--- config.mk ---
export PLATFORM = sky130hd
export DESIGN_NAME = uart_rx_frontend
export DESIGN_NICKNAME = d
export VERILOG_FILES = /design/src/rtl/uart_rx_frontend.sv
export SDC_FILE = /design/constraint.sdc
export NUM_CORES = 1
export LEC_CHECK = 0
export CAP_MARGIN = 20
export CELL_PAD_IN_SITES_DETAIL_PLACEMENT = 0
export CELL_PAD_IN_SITES_GLOBAL_PLACEMENT = 2
export CORE_MARGIN = 2
export CORE_UTILIZATION = 41
export DETAILED_ROUTE_END_ITERATION = 8
export PLACE_DENSITY_LB_ADDON = 0.1
export RECOVER_POWER = 25
export SLEW_MARGIN = 40
export SYNTH_ARGS = -nofsm -noshare
export SYNTH_HDL_FRONTEND = slang
export SYNTH_SLANG_ARGS = --single-unit
export TNS_END_PERCENT = 20
--- constraint.sdc ---
create_clock -name clk_10 -period 2.9 [get_ports clk_10]
set_input_delay 0.58 -clock clk_10 [delete_from_list [all_inputs] [get_ports clk_10]]
set_output_delay 0.58 -clock clk_10 [all_outputs]
set_load 0.1 [all_outputs]
--- src/rtl/uart_rx_frontend.sv ---
// -----------------------------------------------------------------------------
// uart_rx_frontend
//
// Receive front end for the key-check logic. It converts the raw asynchronous
// serial pin into a stream of bytes in 8N1 format, least significant bit first.
// The stage synchronises the pin and looks for a falling edge while idle. Every
// bit, including the start and stop bits, is resolved by a 2-of-3 majority vote
// around the bit centre. A good frame produces a one-cycle byte_valid strobe. A
// frame whose stop bit votes low produces a one-cycle frame_err strobe instead,
// and that byte is discarded.
//
// Parameters
//   CLKS_PER_BAUD  clk_10 cycles per bit (>= 8); 87 gives 115200 baud at 10 MHz
//   SYNC_STAGES    flip-flops in the input synchroniser (>= 2)
//
// Ports
//   clk_10      in   1  system clock
//   rst         in   1  asynchronous, active-high reset
//   uart        in   1  raw serial line, idle high
//   byte_data   out  8  last correctly framed byte, held until the next one
//   byte_valid  out  1  one-cycle strobe: byte_data is new this cycle
//   frame_err   out  1  one-cycle strobe: stop bit sampled low, byte dropped
//   busy        out  1  high whenever the receiver is not idle
// -----------------------------------------------------------------------------
module uart_rx_frontend #(
  parameter int CLKS_PER_BAUD = 87,
  parameter int SYNC_STAGES   = 2
) (
  input  logic       clk_10,
  input  logic       rst,
  input  logic       uart,
  output logic [7:0] byte_data,
  output logic       byte_valid,
  output logic       frame_err,
  output logic       busy
);

  localparam int HALF = CLKS_PER_BAUD / 2;
  localparam int TW   = $clog2(CLKS_PER_BAUD);

  // The timer is aligned so that it reads LAST on the cycle after every bit
  // centre, which is the cycle where the vote is decided. It then reloads to
  // zero, and the next decision lands exactly one baud later.
  // START_LOAD is the value placed in the timer on the first START cycle
  // (t = 1). This makes the start-bit decision fall at t = HALF + 1.
  localparam logic [TW-1:0] LAST       = TW'(CLKS_PER_BAUD - 1);
  localparam logic [TW-1:0] START_LOAD = TW'(CLKS_PER_BAUD - 1 - HALF);

  typedef enum logic [2:0] {
    IDLE,
    START,
    DATA,
    STOP,
    WAIT_HIGH
  } state_e;

  // Synchroniser, sample history and receiver state
  logic [SYNC_STAGES-1:0] sync_q;
  logic [1:0]             hist_q;
  state_e                 state_q;
  logic [TW-1:0]          timer_q;
  logic [2:0]             bit_cnt_q;
  logic [7:0]             shift_q;
  logic [7:0]             byte_data_q;
  logic                   byte_valid_q;
  logic                   frame_err_q;

  // Combinational helpers
  logic s;
  logic at_decide;
  logic vote;

  // Input synchroniser. The flops reset to the idle level (high). A reset
  // therefore cannot manufacture a start bit on release.
  always_ff @(posedge clk_10 or posedge rst) begin
    if (rst) begin
      sync_q <= '1;
    end else begin
      sync_q <= {sync_q[SYNC_STAGES-2:0], uart};
    end
  end

  assign s = sync_q[SYNC_STAGES-1];

  // Two-deep history of the synchronised line. When the timer reads LAST,
  // hist_q[0] holds s from the bit centre and hist_q[1] holds s from one cycle
  // before the centre. The current s is the sample one cycle after the centre.
  always_ff @(posedge clk_10 or posedge rst) begin
    if (rst) begin
      hist_q <= 2'b11;
    end else begin
      hist_q <= {hist_q[0], s};
    end
  end

  // 2-of-3 majority vote. A single-cycle glitch on any one sample is outvoted.
  assign at_decide = (timer_q == LAST);
  assign vote      = (hist_q[1] & hist_q[0]) |
                     (hist_q[1] & s)         |
                     (hist_q[0] & s);

  // Receiver state machine with registered outputs.
  // The strobes default low every cycle, so any strobe lasts exactly one cycle.
  // The timer advances only inside a frame and wraps only through its reload
  // at a decision point.
  // On a good stop bit the machine returns to IDLE while the stop bit is still
  // on the line, so a start bit that follows with no gap is caught. On a bad
  // stop bit it parks in WAIT_HIGH. This stops a line held low from being
  // taken as a string of new start bits.
  always_ff @(posedge clk_10 or posedge rst) begin
    if (rst) begin
      state_q      <= WAIT_HIGH;
      timer_q      <= '0;
      bit_cnt_q    <= '0;
      shift_q      <= '0;
      byte_data_q  <= 8'h00;
      byte_valid_q <= 1'b0;
      frame_err_q  <= 1'b0;
    end else begin
      byte_valid_q <= 1'b0;
      frame_err_q  <= 1'b0;

      case (state_q)
        IDLE: begin
          if (!s) begin
            state_q <= START;
            timer_q <= START_LOAD;
          end
        end

        START: begin
          if (at_decide) begin
            timer_q <= '0;
            if (vote) begin
              state_q <= IDLE;
            end else begin
              state_q   <= DATA;
              bit_cnt_q <= '0;
            end
          end else begin
            timer_q <= timer_q + 1'b1;
          end
        end

        DATA: begin
          if (at_decide) begin
            timer_q   <= '0;
            // Bits arrive LSB first. After eight right-shifts, bit 0 of the
            // byte sits in shift_q[0].
            shift_q   <= {vote, shift_q[7:1]};
            bit_cnt_q <= bit_cnt_q + 3'd1;
            if (bit_cnt_q == 3'd7) begin
              state_q <= STOP;
            end
          end else begin
            timer_q <= timer_q + 1'b1;
          end
        end

        STOP: begin
          if (at_decide) begin
            timer_q <= '0;
            if (vote) begin
              byte_data_q  <= shift_q;
              byte_valid_q <= 1'b1;
              state_q      <= IDLE;
            end else begin
              frame_err_q <= 1'b1;
              state_q     <= WAIT_HIGH;
            end
          end else begin
            timer_q <= timer_q + 1'b1;
          end
        end

        WAIT_HIGH: begin
          if (s) begin
            state_q <= IDLE;
          end
        end

        default: begin
          state_q <= WAIT_HIGH;
        end
      endcase
    end
  end

  assign byte_data  = byte_data_q;
  assign byte_valid = byte_valid_q;
  assign frame_err  = frame_err_q;
  assign busy       = (state_q != IDLE);

endmodule

==> qor.txt <==
outcome: finished clean
share of the synthesized area in the top cell type: 47.8%
Seq/Total Area, Yosys: 56.2%
# clock sinks: 35
final antenna-violating net count: 0
routability cong.: 0.722
First-pass DRT Iterations: 4
clock network power share: 39.9%
initial core utilization: 42.9%
setup tns final: 0 ps
Final Util: 49.8%
Peak Freq: 477 MHz
final hold vios: 0
Layout fillers: 332
type of the worst min-delay path: flip-flop to flip-flop
RSZ-0062 raised after global routing: false
Final Slew Violations: 0
PD cells: 604 nW/µm²
worst rel slew slack: 62.6%
Crit-path slowest cell: dfrtp_1
top-count cell post-synth: dfrtp_1
WL/cell: 14.6 µm
Cell Area, Synth: 1570 µm²
share of layout cells above drive strength 1: 33.8%
Area contributors post-synth: dfrtp_1, mux2_2, dfstp_2
DR vias: 1006
top post-synthesis cells by count: dfrtp_1, mux2_2, a21oi_1
fin nets: 148
initial DRC count: 45
CTS tree: yes
Die H: 65.9 µm
crit-path max FO: 14
Yosys reg bits: 35
Layout area overhead: 16.0%
Tcrit/Tclk final: 72.3%
WP data arrival: 1520 ps
vias per std cell: 5.29
die extent in x: 65.9 µm
Sw Pwr: 0.000284 W
clock-pin slew on the worst setup and hold paths: 80 ps
total of max-cap violations: 0
global-route wire length before repair: 5140 µm
CTS max path bufs: 2
TritonCTS Buffers: 5
H-tree depth: 2
number of diodes: 0
Comb power frac: 9.8%
Async SR Flop Fraction: 100%
worst endpoint required time: 2320 ps
number of global-route vias before repair: 1063
CP Launch Type: flip-flop
All-Layer GR Usage: 16.1%
Period minus WS final: 2100 ps
Power, Total: 0.00110 W
DP HPWL: 1890 µm
PortBufs: 13
Post-CTS Hold Buffers: 0
LEAKAGE: 0.853 nW
die area: 4340 µm²
Top FF cell, synth: dfrtp_1
grt ovf: 0
DRC viols: 0
syn nets: 132
switch share: 25.8%
core area: 3660 µm²
Post-Synthesis Cells: 125
largest net degree at the start of global routing: 36
final WL: 2780 µm
initial antenna violation count: 0
VDD IR max: 0.325 mV
root buf cell: clkbuf_8
clock skew: 8.12 ps
Skew-Pair Late Insertion Delay: 290 ps
Avg Synthesized Cell Area: 12.6 µm²
Post-CTS Setup Repair Bufs: 0
crit path cell chain: or3_1 -> buf_4
Reg power frac: 50.3%
Yosys warnings: 0
Post-synth EDFFs: 0
critical path class: flip-flop to output pin
Tightest Pin Transition: 562 ps
Cell variety after synth: 40
Site Rows: 22
CP max stage delay: 550 ps
area leader, netlist: dfrtp_1
Setup crit end kind: output pin
Ports: 14
internal power: 0.000817 W
CTS resizes: 0
Finish-stage setup viols: 0
-- final timing paths --
| kind | start | endpoint | cells after the start | slack (ps) |
|---|---|---|---|---|
| min | sync_q[0] | sync_q[1] | 0 | 360 |
| max reg2reg | sync_q[1] | byte_data[6] | 3 | 1050 |
| max | state_q[0] | busy | 2 | 800 |
| max in group asynchronous | rst | hist_q[1] | 3 | 1740 |
| min reg2reg | sync_q[0] | sync_q[1] | 0 | 360 |
| min in group asynchronous | rst | timer_q[1] | 3 | 820 |
-- metal layers --
metal | GRT usage [%] | up-vias | wire length (µm)
met5 | 0 | - | 0
met4 | 7.03 | 0 | 61
met3 | 5.11 | 6 | 71
li1 | - | 483 | -
met2 | 24.7 | 9 | 1340
met1 | 20.8 | 508 | 1300
-- logic make-up (layout without fill, tap and decap cells) --
| logic type | Yosys count | after routing | share of synthesized area [%] |
|---|---|---|---|
| mux | 17 | 17 | 12.1 |
| buf+inv | 10 | 27 | 3.19 |
| fa+ha+maj | 5 | 5 | 3.82 |
| simple gates | 32 | 32 | 13.7 |
| compound gates | 26 | 26 | 11.0 |
| flops | 35 | 35 | 56.2 |
-- worst max-delay path: cells and delay by family (launching register included) --
family	cells	cell delay, ps
buf+inv	1	240
flops	1	550
simple gates	1	430
-- flip-flops by register name, summed over array words and instances (netlist names) --
name        count
state_q         3
hist_q          2
byte_valid      1
byte_data       8
frame_err       1
bit_cnt_q       3
timer_q         7
sync_q          2
shift_q         8
-- final cells by class --
type                            instances  area, µm²  share of cell area (%)
Clock buffer                            5       68.8                    3.78
Clock inverter                          3       43.8                    2.40
Inverter                                5       18.8                    1.03
Multi-Input combinational cell         80        638                    35.0
Sequential cell                        35        882                    48.4
Tap cell                               48       60.1                    3.30
Timing Repair Buffer                   14        110                    6.04
-- layout by cell type (no fill, tap or decap), types with 4 or more instances in the layout --
| cell type | netlist | layout |
|---|---|---|
| dfrtp_1 | 30 | 30 |
| mux2_2 | 16 | 16 |
| buf_4 | 0 | 12 |
| a21oi_1 | 7 | 7 |
| o21ai_0 | 6 | 6 |
| nand2_1 | 6 | 6 |
| nor2_1 | 5 | 5 |
| inv_1 | 5 | 5 |
| clkbuf_8 | 0 | 5 |
| nand3_1 | 4 | 4 |
| ha_1 | 4 | 4 |
| dfstp_2 | 5 | 4 |
-- per-stage QoR --
stage	std cells	setup WS, ps	area, µm²	hold slack (ps)
finish	190	803	1820	364
global placement	182	1110	1710	347
floorplan	125	935	1570	345
global route	190	707	1820	372
CTS	190	797	1820	362
detailed placement	182	1070	1710	347
-- power by group through the flow --
stage | combinational, W | clock [W] | sequential (W)
6_report | 0.000107 | 0.000440 | 0.000554
5_1_grt | 0.000125 | 0.000482 | 0.000561
4_1_cts | 0.000111 | 0.000454 | 0.000554
3_5_place_dp | 0.000110 | 0 | 0.000563
3_3_place_gp | 0.000108 | 0 | 0.000563
2_1_floorplan | 0.0000950 | 0 | 0.000548
Note: power is estimated with default switching activity, not from simulation.
